--- config.mk ---
export PLATFORM = sky130hd
export DESIGN_NAME = hex_entry_register_flat
export DESIGN_NICKNAME = d
export VERILOG_FILES = /design/src/rtl/hex_entry_register_if.sv /design/src/rtl/hex_entry_register.sv /design/src/flat_wrapper.sv
export SDC_FILE = /design/constraint.sdc
export NUM_CORES = 1
export LEC_CHECK = 0
export ABC_AREA = 1
export CAP_MARGIN = 20
export CORE_MARGIN = 5
export CORE_UTILIZATION = 45
export DETAILED_ROUTE_END_ITERATION = 10
export PLACE_DENSITY = 0.68
export SLEW_MARGIN = 0
export SYNTH_ARGS = -nofsm -noshare
export SYNTH_HDL_FRONTEND = slang
export SYNTH_SLANG_ARGS = --single-unit
export TNS_END_PERCENT = 100
--- constraint.sdc ---
create_clock -name clk -period 3 [get_ports clk]
set_input_delay 0.6 -clock clk [delete_from_list [all_inputs] [get_ports clk]]
set_output_delay 0.6 -clock clk [all_outputs]
set_load 0.01 [all_outputs]
--- src/rtl/hex_entry_register_if.sv ---
// Bundle of switch/button inputs and register outputs for the hex entry register.
// The master side drives the raw user inputs; the slave side is the register itself.
interface hex_entry_register_if #(
  parameter int unsigned NUM_DIGITS = 4
);
  localparam int unsigned CountWidth = $clog2(NUM_DIGITS + 1);

  logic [3:0]              din;
  logic                    load_btn;
  logic                    bksp_btn;
  logic                    clear;
  logic [4*NUM_DIGITS-1:0] value;
  logic [CountWidth-1:0]   count;
  logic                    full;
  logic                    empty;
  logic                    accept_pulse;
  logic                    reject_pulse;

  modport master (
    output din, load_btn, bksp_btn, clear,
    input  value, count, full, empty, accept_pulse, reject_pulse
  );

  modport slave (
    input  din, load_btn, bksp_btn, clear,
    output value, count, full, empty, accept_pulse, reject_pulse
  );
endinterface

--- src/rtl/hex_entry_register.sv ---
// Hex keypad entry register: debounced load/backspace buttons shift 4-bit digits in and out.
// Digit 0 (value[3:0]) is always the most recently entered digit.
module hex_entry_register #(
  parameter int unsigned NUM_DIGITS      = 4,
  parameter int unsigned DEBOUNCE_CYCLES = 16,
  parameter int unsigned OVERWRITE       = 0
) (
  input logic                  clk,
  input logic                  reset,
  hex_entry_register_if.slave  bus
);
  localparam int unsigned ValueWidth = 4 * NUM_DIGITS;
  localparam int unsigned CountWidth = $clog2(NUM_DIGITS + 1);
  localparam int unsigned DbWidth    = $clog2(DEBOUNCE_CYCLES + 1);

  localparam logic [CountWidth-1:0] CountFull = CountWidth'(NUM_DIGITS);
  localparam logic [DbWidth-1:0]    DbLimit   = DbWidth'(DEBOUNCE_CYCLES);

  // Button index 0 is load, index 1 is backspace.
  localparam int unsigned BtnLoad = 0;
  localparam int unsigned BtnBksp = 1;

  logic [1:0]         raw;
  logic [1:0]         sync1_q, sync2_q;
  logic [1:0]         level_q, level_d;
  logic [1:0]         armed_q, armed_d;
  logic [1:0]         rise;
  logic [DbWidth-1:0] cnt_q [2];
  logic [DbWidth-1:0] cnt_d [2];
  logic [1:0]         warm_q, warm_d;
  logic               warm;

  logic [ValueWidth-1:0] value_q, value_d;
  logic [CountWidth-1:0] count_q, count_d;
  logic                  accept_q, accept_d;
  logic                  reject_q, reject_d;

  assign raw = {bus.bksp_btn, bus.load_btn};

  // Synchroniser output is only meaningful two edges after reset release.
  assign warm = (warm_q == 2'd2);

  always_comb begin
    warm_d = warm ? warm_q : warm_q + 2'd1;
    for (int b = 0; b < 2; b++) begin
      level_d[b] = level_q[b];
      cnt_d[b]   = cnt_q[b];
      armed_d[b] = armed_q[b];
      rise[b]    = 1'b0;
      if (sync2_q[b] == level_q[b]) begin
        cnt_d[b] = '0;
      end else if (cnt_q[b] == DbLimit) begin
        level_d[b] = sync2_q[b];
        cnt_d[b]   = '0;
        rise[b]    = sync2_q[b] & armed_q[b];
      end else begin
        cnt_d[b] = cnt_q[b] + DbWidth'(1);
      end
      // A button held through reset must be seen released before it can fire.
      if (warm && !sync2_q[b] && !level_q[b]) begin
        armed_d[b] = 1'b1;
      end
    end
  end

  always_ff @(posedge clk or negedge reset) begin
    if (!reset) begin
      sync1_q <= '0;
      sync2_q <= '0;
      level_q <= '0;
      armed_q <= '0;
      warm_q  <= '0;
      for (int b = 0; b < 2; b++) begin
        cnt_q[b] <= '0;
      end
    end else begin
      sync1_q <= raw;
      sync2_q <= sync1_q;
      level_q <= level_d;
      armed_q <= armed_d;
      warm_q  <= warm_d;
      for (int b = 0; b < 2; b++) begin
        cnt_q[b] <= cnt_d[b];
      end
    end
  end

  always_comb begin
    value_d  = value_q;
    count_d  = count_q;
    accept_d = 1'b0;
    reject_d = 1'b0;
    if (bus.clear) begin
      value_d = '0;
      count_d = '0;
    end else if (rise[BtnBksp]) begin
      if (count_q != '0) begin
        value_d  = {4'h0, value_q[ValueWidth-1:4]};
        count_d  = count_q - CountWidth'(1);
        accept_d = 1'b1;
      end else begin
        reject_d = 1'b1;
      end
    end else if (rise[BtnLoad]) begin
      if (count_q != CountFull) begin
        value_d  = {value_q[ValueWidth-5:0], bus.din};
        count_d  = count_q + CountWidth'(1);
        accept_d = 1'b1;
      end else if (OVERWRITE != 0) begin
        value_d  = {value_q[ValueWidth-5:0], bus.din};
        accept_d = 1'b1;
      end else begin
        reject_d = 1'b1;
      end
    end
  end

  always_ff @(posedge clk or negedge reset) begin
    if (!reset) begin
      value_q  <= '0;
      count_q  <= '0;
      accept_q <= 1'b0;
      reject_q <= 1'b0;
    end else begin
      value_q  <= value_d;
      count_q  <= count_d;
      accept_q <= accept_d;
      reject_q <= reject_d;
    end
  end

  assign bus.value        = value_q;
  assign bus.count        = count_q;
  assign bus.full         = (count_q == CountFull);
  assign bus.empty        = (count_q == '0);
  assign bus.accept_pulse = accept_q;
  assign bus.reject_pulse = reject_q;
endmodule

--- src/flat_wrapper.sv ---
// flat-port wrapper written by rule: the top's interface ports become plain ports
module hex_entry_register_flat 
#(
  parameter int unsigned NUM_DIGITS      = 4,
  parameter int unsigned DEBOUNCE_CYCLES = 16,
  parameter int unsigned OVERWRITE       = 0
)
  (clk, reset, bus_din, bus_load_btn, bus_bksp_btn, bus_clear, bus_value, bus_count, bus_full, bus_empty, bus_accept_pulse, bus_reject_pulse);
  hex_entry_register_if #(.NUM_DIGITS(NUM_DIGITS)) bus_i ();
  input logic clk;
  input logic reset;
  input wire logic [$bits(bus_i.din)-1:0] bus_din;
  input wire logic [$bits(bus_i.load_btn)-1:0] bus_load_btn;
  input wire logic [$bits(bus_i.bksp_btn)-1:0] bus_bksp_btn;
  input wire logic [$bits(bus_i.clear)-1:0] bus_clear;
  output wire logic [$bits(bus_i.value)-1:0] bus_value;
  output wire logic [$bits(bus_i.count)-1:0] bus_count;
  output wire logic [$bits(bus_i.full)-1:0] bus_full;
  output wire logic [$bits(bus_i.empty)-1:0] bus_empty;
  output wire logic [$bits(bus_i.accept_pulse)-1:0] bus_accept_pulse;
  output wire logic [$bits(bus_i.reject_pulse)-1:0] bus_reject_pulse;
  assign bus_i.din = bus_din;
  assign bus_i.load_btn = bus_load_btn;
  assign bus_i.bksp_btn = bus_bksp_btn;
  assign bus_i.clear = bus_clear;
  assign bus_value = bus_i.value;
  assign bus_count = bus_i.count;
  assign bus_full = bus_i.full;
  assign bus_empty = bus_i.empty;
  assign bus_accept_pulse = bus_i.accept_pulse;
  assign bus_reject_pulse = bus_i.reject_pulse;
  hex_entry_register #(.NUM_DIGITS(NUM_DIGITS), .DEBOUNCE_CYCLES(DEBOUNCE_CYCLES), .OVERWRITE(OVERWRITE)) u_core (.clk(clk), .reset(reset), .bus(bus_i));
endmodule
==> run summary, run 1 <==
The die is 79.3 um tall. Complex-gate fraction of the synthesized area: 0.0441. The type of the worst setup path is reg2out.

Before CTS, the worst setup slack after placement is 0.910 ns. Across all layers, the routed design uses 1623 vias. In the routed layout, each cell is associated on average with a via count of 4.99.

TritonCTS created 5 clock buffers. The run gives 0.389 as the remaining max-slew budget at the tightest pin. The flow ran to the end, and the final reports show no timing, DRC or antenna violations.

The global-route wire length before repair is 7.30 mm, and the count of final hold-check violations is 0. The starting utilization of the core area was 0.460; the cell area after technology mapping was 0.00216 mm^2. The run gives 0 as the total global routing overflow. 0 antenna diodes ended up in the layout.

The final layout contains routed wiring with a total length of 4.21 mm. Along the worst path, the maximum fanout reaches 5. In this run the number of H-tree levels came out at 2. The total area inside the core boundary comes to 0.00469 mm^2. The run gives 0.00245 mm^2 as the cell area after placement.

The final count of pins violating max slew came out at 0. The aggregate negative setup slack is 0 ns, and the maximum number of pins on one net before global-route repair is 42. Worst IR drop on VDD: 0.000285 V.

The kind of end point of the critical path is an output port. The detail route stage leaves a number of antenna-violating nets equal to 0. The global-route total usage across every layer was 0.148; the count of flip-flops with a built-in enable after synthesis was 0.

Primary flip-flop cell chosen by synthesis mapping: sky130_fd_sc_hd__dfrtp_1. The leakage component of the power came out at 1.25 nW. The cell sitting at the root of the clock tree is a sky130_fd_sc_hd__clkbuf_8.

After clock tree synthesis, the clock-pin slew on the worst setup and hold paths is 0.08 ns. The post-synthesis mux area share works out to 0. The path class of the tightest hold or removal check is reg2reg.

For the worst-skew pair, the clock arrives at the later sink with an insertion delay of 0.30 ns. The basic-gate share of the synthesized area counting and, or, nand and nor cells was 0.337; the register bit count reported by yosys was 41. For this block, the initial DRC count from the detailed router was 116. For the pin with the worst max-slew slack, the measured transition is 0.917 ns. The average detailed-routed wire length per instance was 12.9 um; the number of setup buffers added after CTS was 0.

The worst clock skew on the final layout was 0.00988 ns; the number of placement rows was 25. The total power was 1.10 mW. For this design, the sink count on the clock tree is 41. The congestion estimate from routability-driven global placement came to 0.715. For the initial antenna violation count, the log shows 0. Final worst-path cycle share: 0.767. The number of cells on the worst reg-to-reg path is 11. Along the worst hold path, the cell count comes to 0. The tools report the max capacitance violation total as 0. The tools report the smallest setup slack after layout as 0.699 ns. The tools report the total number of yosys warnings as 0. After routing the design area is 0.00257 mm^2.

The die covers 0.00628 mm^2. The fraction of registers with async set or reset after synthesis came out at 1.00. Number of instances in the synthesized netlist: 239. The number of nets in the synthesized netlist is 254.

Setup violations remaining at the end of the flow were counted as 0. Largest buffer count on any clock path: 2. The average instance in the mapped netlist occupies 9.03 um^2. The port buffer count is 31. The tools report the maximum frequency from static timing analysis as 435 MHz. The tools report the kind of launch point of the worst setup path as a flop. The run gives 0 as the number of gates resized after cts. The via count of the first global-routing pass is 1568, and the sequential area share after synthesis is 0.475. Setup repair after global routing left no endpoint under its margin. Power spread over the standard cell area amounts to 425 mW/mm^2.

The tools report the number of remaining DRC errors as 0. The layout overhead on the synthesized area works out to 19.3%. The total of hold buffers inserted after clock tree synthesis was 0; the I/O pin count was 32. The fraction of final layout cells sized beyond drive strength 1 was 0.159.

The synthesized-area fraction occupied by xor and xnor cells is 0.0243. STA puts the critical path data required time at 2.40 ns. TritonCTS built the clock tree. Data on the critical path arrives at its endpoint at 1.70 ns. The die boundary width was 79.3 um; the count of different cell masters after synthesis was 29. The count of nets after finishing is 285. The number of iterations in the first detailed-routing pass is 4. By area, the combinational part of the netlist is dominated by simple AND/OR/NAND/NOR gates.

The adder and majority gate portion of the synthesized area was 0.0348. The routed design could run at a clock period as short as 2.30 ns. The wire-length estimate of the detail-placed layout is 2.85 mm.
## sequential cells by signal, summed over array words and instances, names as in the netlist
signal	count
u_core.sync2_q	2
u_core.bus.accept_pulse	1
u_core.level_q	2
u_core.bus.value	16
u_core.cnt_q	10
u_core.bus.count	3
u_core.bus.reject_pulse	1
u_core.warm_q	2
u_core.sync1_q	2
u_core.armed_q	2
## kinds of logic (layout without fill, tap and decap cells)
logic type,Yosys count,count (layout)
xor gates and xnor gates,6,6
buffers and inverters,34,66
and+or+nand+nor,136,136
DFF,41,41
adders and majority gates,6,6
AOI/OAI and AO/OA,16,16
## critical path: stages, from the launching register on
cell and delay [ns]:
sky130_fd_sc_hd__dfrtp_1 0.45, sky130_fd_sc_hd__nor2_2 0.16, sky130_fd_sc_hd__inv_2 0.05, sky130_fd_sc_hd__nor2_2 0.16
sky130_fd_sc_hd__clkdlybuf4s50_1 0.57
## synthesized netlist by cell type (3+ instances only)
cell	n	share of area
sky130_fd_sc_hd__nand2_1	80	0.14
sky130_fd_sc_hd__dfrtp_1	41	0.48
sky130_fd_sc_hd__inv_1	21	0.037
sky130_fd_sc_hd__nand3_1	17	0.039
sky130_fd_sc_hd__nor2_1	11	0.019
sky130_fd_sc_hd__nand3_2	10	0.046
sky130_fd_sc_hd__o21ai_0	8	0.019
sky130_fd_sc_hd__ha_1	6	0.035
sky130_fd_sc_hd__inv_2	5	0.0087
sky130_fd_sc_hd__nor2_2	4	0.012
sky130_fd_sc_hd__nand2_2	3	0.0087
sky130_fd_sc_hd__nand2_4	3	0.016
sky130_fd_sc_hd__xnor2_1	3	0.012
sky130_fd_sc_hd__xor2_1	3	0.012
## where the power goes
group          switching [mW]  total [mW]  internal (mW)
Combinational          0.0356      0.0576         0.0219
Clock                   0.197       0.468          0.271
Sequential            0.00845       0.570          0.561
## cell usage in the layout (no fill, tap or decap), drive strengths merged, types with 3 or more instances in the layout
cell	count
inv	26
clkdlybuf4s50	30
clkbuf	6
nand2	88
xnor2	3
nand3	27
xor2	3
ha	6
nor2	18
dfrtp	41
o21ai	8
## through the flow
| stage | hold WS [ns] | instances | utilization |
|---|---|---|---|
| after detailed placement | 0.336 | 317 | 0.523 |
| after floorplan | 0.304 | 239 | - |
| after CTS | 0.354 | 325 | 0.549 |
| final | 0.357 | 325 | 0.549 |
| after global placement | 0.333 | 317 | 0.523 |
| after global routing | 0.359 | 325 | 0.549 |
## layout make-up
class,instances,area [um^2]
clock buffer,6,82.6
clock inverter,2,37.5
fill,436,2120
inverter,26,97.6
multi-input combinational,164,951
sequential,41,1030
tap,54,67.6
timing repair buffer,32,313
## worst paths after layout
path | slack [ns] | endpoint | start
setup / recovery | 0.70 | bus_empty | u_core.bus.count[1]$_DFFE_PN0P_
hold / removal | 0.36 | u_core.sync2_q[0]$_DFF_PN0_ | u_core.sync1_q[0]$_DFF_PN0_
setup reg to reg | 0.98 | u_core.bus.value[3]$_DFFE_PN0P_ | u_core.cnt_q[0]$_DFF_PN0_
hold reg to reg | 0.36 | u_core.sync2_q[0]$_DFF_PN0_ | u_core.sync1_q[0]$_DFF_PN0_
max in group asynchronous | 2.00 | u_core.sync1_q[0]$_DFF_PN0_ | reset
min in group asynchronous | 0.42 | u_core.cnt_q[8]$_DFF_PN0_ | reset
## per-layer routing
| layer | part of all wire | track usage | routed length [um] |
|---|---|---|---|
| met3 | 0.049 | 0.0385 | 206 |
| met1 | 0.45 | 0.180 | 1890 |
| met4 | 0.017 | 0.0619 | 73 |
| met5 | 0 | 0 | 0 |
| met2 | 0.48 | 0.246 | 2030 |
Power figures use the tool's default switching activity.
==> run 2, diff against run 1 <==
Settings changed: PLACE_DENSITY 0.68 to 0.71.
Clock period 3 ns to 1.9 ns, I/O delays scaled along.
==> run 2 against run 1 <==
Worst hold slack lost 0.32 ns. Die area is the same. First-iteration DRC count did not move. Combinational power grew 79%. Worst setup slack lost 0.56 ns. Global-route usage hardly changed. Non-clock buffer count is 11 higher.
==> run summary, run 2 (synthesis gave the netlist of run 1 again) <==
The number of vias per cell after detailed routing came out at 4.82 (was 4.99). The worst clock skew on the final layout came out at 0.00676 ns (was 0.00988 ns). For the routed length on met2, the log shows 1.89 mm (was 2.03 mm). The cell chosen for the clock root is sky130_fd_sc_hd__clkbuf_8 (unchanged).

The average detailed-routed wire length per instance came out at 12.0 um (was 12.9 um). Flip-flop count of the largest register after layout: 16 (unchanged). The logs give 2 (unchanged) for the depth of the CTS H-tree and 4 (unchanged) for the number of iterations in the first detailed-routing pass. Number of sinks on the clock net: 41 (unchanged). The number of clock buffers inserted by TritonCTS is 5 (unchanged), and the layout overhead on the synthesized area is 24.5% (was 19.3%).

The flow ran to the end, and the final reports show no timing, DRC or antenna violations. The count of nets left with antenna violations after detail routing was 0 (unchanged). The tools report the worst hold-check slack as 0.0370 ns (was 0.357 ns). The clock transition at the registers of the reported paths is 0.08 ns (about the same). The path category of the worst min-delay check was in2async (was reg2reg).

Leakage component of the power: 1.30 nW (was 1.25 nW). For the count of routing violations after the opening detailed-route iteration, the log shows 116 (unchanged). The minimum clock period is 1.77 ns, and the count of buffering cells on the critical path with inverters included is 1 (was 2).

The uppermost layer routed is met4 (unchanged). The final count of pins violating max slew was 0 (unchanged). Top cell family by delay on the critical path: buffers and inverters (unchanged). The logs give 25 (unchanged) for the number of placement rows and 566 MHz for the maximum frequency from static timing analysis. The commonest non-fill, non-tap cell in the layout was sky130_fd_sc_hd__nand2_1 (unchanged). The run gives 1.72 mW (was 1.10 mW) as the total power.

The clock insertion delay at the later pin of the skew report is 0.30 ns (about the same), and the slew at the pin closest to its max-slew limit is 0.423 ns (was 0.917 ns). The final weighted congestion in routability-driven placement was 0.780 (was 0.715). The type of the worst setup path was reg2out (unchanged).

Starting utilization of the core area: 0.460 (unchanged). The maximum number of pins on one net before global-route repair was 42 (unchanged); the fraction of final layout cells sized beyond drive strength 1 was 0.202 (was 0.159). Die boundary width: 79.3 um (unchanged). The endpoint arrival time on the critical path was 1.39 ns (was 1.70 ns).

The diode insertion count for antenna repair is 0 (unchanged), and the I/O pin count is 32 (unchanged). The full die area was 0.00628 mm^2 (unchanged). The logs give 0.000429 V (was 0.000285 V) for the worst IR drop on VDD and 0 (unchanged) for the count of final hold-check violations. The global-route total usage across every layer is 0.147 (was 0.148), and the largest buffer count on any clock path is 2 (unchanged). The tools report the number of remaining DRC errors as 0 (unchanged). The run gives 1620 (was 1623) as the via total after detailed routing. The total global routing overflow is 0 (unchanged). Via count of the first global-routing pass: 1615 (was 1568).

Final worst-path cycle share: 0.929. The initial antenna violation count is 0 (unchanged), and the total of endpoints with negative setup slack in the final report is 0 (unchanged). The count of nets after finishing is 296 (was 285). The cell at the slowest stage of the critical path was sky130_fd_sc_hd__clkdlybuf4s50_1 (unchanged). Remaining max-slew budget at the tightest pin: 0.718 (was 0.389). Commonest cells after routing, fill and taps aside: sky130_fd_sc_hd__nand2_1, sky130_fd_sc_hd__dfrtp_1, sky130_fd_sc_hd__clkdlybuf4s50_1 (unchanged). The max capacitance violation total is 0 (unchanged), and the HPWL after detailed placement is 2.75 mm (was 2.85 mm). The highest fanout seen on the critical path works out to 6 (was 5). The global-route wire length before repair is 7.22 mm (was 7.30 mm). Kind of end point of the critical path: an output port (unchanged).

Kind of launch point of the worst setup path: a flop (unchanged). TritonCTS built the clock tree. Critical path, cell by cell: clkdlybuf4s50_1 (was nor2_2 -> inv_2 -> nor2_2 -> clkdlybuf4s50_1). Vertical die dimension: 79.3 um (unchanged).

For the total of hold buffers inserted after clock tree synthesis, the log shows 0 (unchanged). The detailed route wirelength on metal3 was 157 um (was 206 um); the core box area was 0.00469 mm^2 (unchanged). The delay of the slowest cell on the worst path is 0.59 ns (was 0.57 ns), and the total detailed-routing wirelength is 4.03 mm (was 4.21 mm). The met1 wire length was 1.89 mm (about the same). Critical path required time: 1.52 ns (was 2.40 ns). The port buffer count was 31 (unchanged); the total power density per cell area was 642 mW/mm^2 (was 425 mW/mm^2).
## run 2: changes by cell type in the layout (fill, tap and decap cells not counted), moves of 2 or more
| cell | before | now |
|---|---|---|
| sky130_fd_sc_hd__buf_4 | 1 | 11 |
| sky130_fd_sc_hd__clkdlybuf4s50_1 | 30 | 28 |
| sky130_fd_sc_hd__dlygate4sd2_1 | 0 | 2 |
| sky130_fd_sc_hd__ha_1 | 6 | 4 |
| sky130_fd_sc_hd__ha_2 | 0 | 2 |
| sky130_fd_sc_hd__nand2_1 | 80 | 78 |
## run 2: power breakdown
group          internal, mW  switching [mW]
sequential            0.887          0.0127
clock                 0.428           0.294
combinational        0.0430          0.0600
total                  1.36           0.367
## run 2: final timing paths
path	start	slack (ns)	cells after the start	to
setup / recovery	u_core.bus.count[2]$_DFFE_PN0P_	0.13	1	bus_count[2]
hold / removal	reset	0.04	2	u_core.warm_q[0]$_DFFE_PN0P_
setup reg to reg	u_core.cnt_q[1]$_DFF_PN0_	0.18	15	u_core.bus.count[2]$_DFFE_PN0P_
hold reg to reg	u_core.sync1_q[0]$_DFF_PN0_	0.35	0	u_core.sync2_q[0]$_DFF_PN0_
max in group asynchronous	reset	1.66	2	u_core.cnt_q[7]$_DFF_PN0_
min in group clk	u_core.sync1_q[0]$_DFF_PN0_	0.35	0	u_core.sync2_q[0]$_DFF_PN0_
## run 2: layout make-up
| type | count | area, um^2 |
|---|---|---|
| sequential | 41 | 1030 |
| tap | 54 | 67.6 |
| inverter | 26 | 97.6 |
| clock buffer | 7 | 86.3 |
| timing repair buffer | 43 | 405 |
| multi-input combinational | 164 | 975 |
| clock inverter | 1 | 30.0 |
| fill | 419 | 2000 |
## run 2: what timing repair did
item,4_1_cts,5_1_grt
setup endpoints to repair,2,1
buffers inserted,1,4
resized for setup,3,5
pin swaps,1,5
## run 2: layer usage
| layer | GRT usage | vias up |
|---|---|---|
| met4 | 0.0704 | 0 |
| met2 | 0.231 | 26 |
| li1 | - | 826 |
| met3 | 0.0397 | 6 |
| met5 | 0 | - |
| met1 | 0.187 | 762 |
## run 2: per-stage QoR
step           setup WS, ns  instances  setup TNS, ns  instance area, um^2  utilization
3_3_place_gp          0.160        323              0                 2510        0.535
3_5_place_dp          0.118        323              0                 2510        0.535
6_report              0.134        336              0                 2690        0.573
2_1_floorplan       0.00366        239              0                 2160            -
5_1_grt            -0.00189        336       -0.00189                 2690        0.573
4_1_cts              0.0899        332              0                 2640        0.562
==> run 3, diff against run 2 <==
Settings changed: PLACE_DENSITY 0.71 to 0.75.
==> run 3 against run 2 <==
First-iteration DRC count down 33%. Worst hold slack got worse by 0.0093 ns. Register-to-register slack worse by 0.02 ns. Combinational power rose by 4%. Via count is 0.56% lower. Cell area is 0.47% lower. Global-route usage is 0.46 points lower. Die area unchanged. Wire length is 0.25% higher. Non-clock buffer count is 2 higher. Clock skew down 0.0010 ns. Sequential cell count unchanged.
==> run summary, run 3 (synthesis gave the netlist of run 1 again) <==
Minimum clock period: 1.74 ns (was 1.77 ns). The critical path required time was 2.13 ns (was 1.52 ns); the final-layout fill cell count was 434 (was 419). HPWL after detailed placement: 2.88 mm (was 2.75 mm).

The logs give 0.369 mW (was 0.367 mW) for the net switching power of the design and 78 (was 116) for the count of routing violations after the opening detailed-route iteration. The tools report the worst IR drop on VDD as 0.000374 V (was 0.000429 V). The commonest non-fill, non-tap cell in the layout was sky130_fd_sc_hd__nand2_1 (unchanged). Number of instances in the placed design: 324 (was 323). The number of sinks on the clock net was 41 (unchanged). The count of final hold-check violations is 0 (unchanged), and the global-route total usage across every layer is 0.143 (was 0.147). The logs give 573 MHz (was 566 MHz) for the maximum frequency from static timing analysis and 1.26 mW (was 1.36 mW) for the internal portion of total power. The number of vias per cell after detailed routing came out at 4.77 (was 4.82). The top cell family by delay on the critical path is simple AND/OR/NAND/NOR gates (was buffers and inverters). The total power is 1.63 mW (was 1.72 mW), and the relative contribution of the clock network to total power is 0.383 (was 0.419). The tools report the endpoint arrival time on the critical path as 1.98 ns (was 1.39 ns).

TritonCTS built the clock tree. The remaining max-slew budget at the tightest pin was 0.700 (was 0.718). The run gives 32 (unchanged) as the I/O pin count. The fraction of final layout cells sized beyond drive strength 1 works out to 0.201 (was 0.202). The full die area was 0.00628 mm^2 (unchanged); the delay of the slowest cell on the worst path was 0.41 ns (was 0.59 ns). The cell at the slowest stage of the critical path was sky130_fd_sc_hd__dfrtp_1 (was sky130_fd_sc_hd__clkdlybuf4s50_1).

The final cell count without fillers is 338 (was 336). The tools report the sequential fraction of design power as 0.551 (was 0.521). For the starting utilization of the core area, the log shows 0.460 (unchanged). Core box area: 0.00469 mm^2 (unchanged). The global-route wire length before repair is 6.98 mm (was 7.22 mm), and the total of endpoints with negative setup slack in the final report is 0 (unchanged). The flip-flop count of the largest register after layout was 16 (unchanged).

The clock transition at the registers of the reported paths is 0.07 ns (was 0.08 ns). The launching point of the worst reg2reg path is u_core.cnt_q[5]$_DFF_PN0_ (was u_core.cnt_q[1]$_DFF_PN0_). The relative contribution of combinational cells to total power was 0.066 (was 0.060); the vertical die dimension was 79.3 um (unchanged). The initial antenna violation count is 0 (unchanged), and the die boundary width is 79.3 um (unchanged).

The worst clock skew on the final layout is 0.00571 ns (was 0.00676 ns). The tools report the number of placement rows as 25 (unchanged). Startpoint of the worst setup timing path: u_core.cnt_q[5]$_DFF_PN0_ (was u_core.bus.count[2]$_DFFE_PN0P_).

The highest fanout seen on the critical path works out to 20 (was 6). The final count of pins violating max slew came out at 0 (unchanged). For the leakage component of the power, the log shows 1.31 nW (was 1.30 nW). For the maximum number of pins on one net before global-route repair, the log shows 24 (was 42). Max capacitance violation total: 0 (unchanged). The layout overhead on the synthesized area was 23.9% (was 24.5%); the final worst-path cycle share was 0.918 (was 0.929). Commonest cells after routing, fill and taps aside: sky130_fd_sc_hd__nand2_1, sky130_fd_sc_hd__dfrtp_1, sky130_fd_sc_hd__clkdlybuf4s50_1 (unchanged).

The count of nets left with antenna violations after detail routing is 0 (unchanged), and the via count of the first global-routing pass is 1470 (was 1615). For the largest buffer count on any clock path, the log shows 2 (unchanged). The clock insertion delay at the later pin of the skew report came out at 0.29 ns (was 0.30 ns). The diode insertion count for antenna repair is 0 (unchanged). The cell chosen for the clock root was sky130_fd_sc_hd__clkbuf_8 (unchanged). Critical path, cell by cell: inv_1 -> ha_1 -> nand2_1 -> nor2_2 -> nand4_4 -> nand2_8 -> nand2_8 -> nor2_8 -> nand2_1 -> nand2_1 (was clkdlybuf4s50_1).

Number of remaining DRC errors: 0 (unchanged). The run finished with clean final reports. The total number of cells along the worst setup path came out at 10 (was 1). The cell area after placement is 0.00252 mm^2 (was 0.00251 mm^2).

The tools report the count of nets after finishing as 298 (was 296). The type of the worst setup path is reg2reg (was reg2out). For the via total after detailed routing, the log shows 1611 (was 1620). Path category of the worst min-delay check: in2async (unchanged). The number of iterations in the first detailed-routing pass was 4 (unchanged); the cell depth of the worst flop-to-flop path was 10 (was 15). The slew at the pin closest to its max-slew limit was 0.450 ns (was 0.423 ns); the number of clock buffers inserted by TritonCTS was 5 (unchanged). The logs give 0 (unchanged) for the total global routing overflow and 0.785 (was 0.780) for the final weighted congestion in routability-driven placement. The most numerous cell type found on the critical path is sky130_fd_sc_hd__nand2_1. The total detailed-routing wirelength was 4.04 mm (was 4.03 mm); the count of buffering cells on the critical path with inverters included was 1 (unchanged). The kind of end point of the critical path is a flop (was an output port). The port buffer count is 31 (unchanged), and the depth of the CTS H-tree is 2 (unchanged). The average detailed-routed wire length per instance came out at 11.9 um (was 12.0 um). Switching part of the total: 0.227 (was 0.213). For the total of hold buffers inserted after clock tree synthesis, the log shows 0 (unchanged). The tools report the cell area after layout as 0.00268 mm^2 (was 0.00269 mm^2).

The total power density per cell area came out at 609 mW/mm^2 (was 642 mW/mm^2). For the utilization after layout, the log shows 0.570 (was 0.573). The tools report the kind of launch point of the worst setup path as a flop (unchanged).
run 3: cell count changes in the layout (fill, tap and decap cells not counted), sizes merged:
cell,before,now
buf,13,15
bufinv,1,0
clkinv,0,1
run 3: worst reg2reg max path, delay by kind of cell (launching register included):
kind / cells / cell delay (ns)
simple gates: 8 / 1.06
flops: 1 / 0.41
fa+ha+maj: 1 / 0.14
buf+inv: 1 / 0.07
run 3: what timing repair did:
action,in CTS,in global routing
pin swaps,0,2
buffers inserted,1,5
endpoints found under the setup margin,2,1
resized for setup,3,1
run 3: power by group through the flow:
stage | Sequential [mW] | Combinational (mW) | Clock, mW
after global placement | 0.916 | 0.100 | 0
final | 0.898 | 0.107 | 0.625
after global routing | 0.900 | 0.120 | 0.687
after detailed placement | 0.917 | 0.102 | 0
after floorplan | 0.914 | 0.0513 | 0
after CTS | 0.899 | 0.102 | 0.648
run 3: cell type report:
| class | instances | area [um^2] | area share |
|---|---|---|---|
| repair buffers | 45 | 420 | 0.157 |
| clock inverters | 1 | 5.00 | 0.00187 |
| multi-input cells | 164 | 962 | 0.360 |
| inverters | 26 | 97.6 | 0.0365 |
| well taps | 54 | 67.6 | 0.0253 |
| clock buffers | 7 | 96.3 | 0.0360 |
| flip-flops and latches | 41 | 1030 | 0.384 |
run 3: routing by layer:
layer	track usage	vias to the layer above	share of wire	routed length [um]
met2	0.221	25	0.47	1910
met4	0.0619	0	0.020	79
met5	0	-	0	0
li1	-	836	-	-
met1	0.191	744	0.47	1900
met3	0.0317	6	0.036	147
run 3: path summary, 6_finish.rpt:
path	end	slack (ns)
worst max-delay path	u_core.bus.value[3]$_DFFE_PN0P_	0.16
worst min-delay path	u_core.cnt_q[5]$_DFF_PN0_	0.03
worst max register to register	u_core.bus.value[3]$_DFFE_PN0P_	0.16
worst min register to register	u_core.sync2_q[0]$_DFF_PN0_	0.36
max in group asynchronous	u_core.bus.accept_pulse$_DFF_PN0_	1.41
min in group clk	u_core.sync2_q[0]$_DFF_PN0_	0.36
run 3: through the flow:
| step | worst slack (ns) | setup TNS (ns) | hold slack, ns |
|---|---|---|---|
| after CTS | 0.0806 | 0 | 0.0300 |
| after global placement | 0.161 | 0 | 0.332 |
| after detailed placement | 0.0988 | 0 | 0.336 |
| after global routing | -0.0107 | -0.0107 | 0.0485 |
| after floorplan | 0.00366 | 0 | 0.0844 |
| final | 0.155 | 0 | 0.0277 |
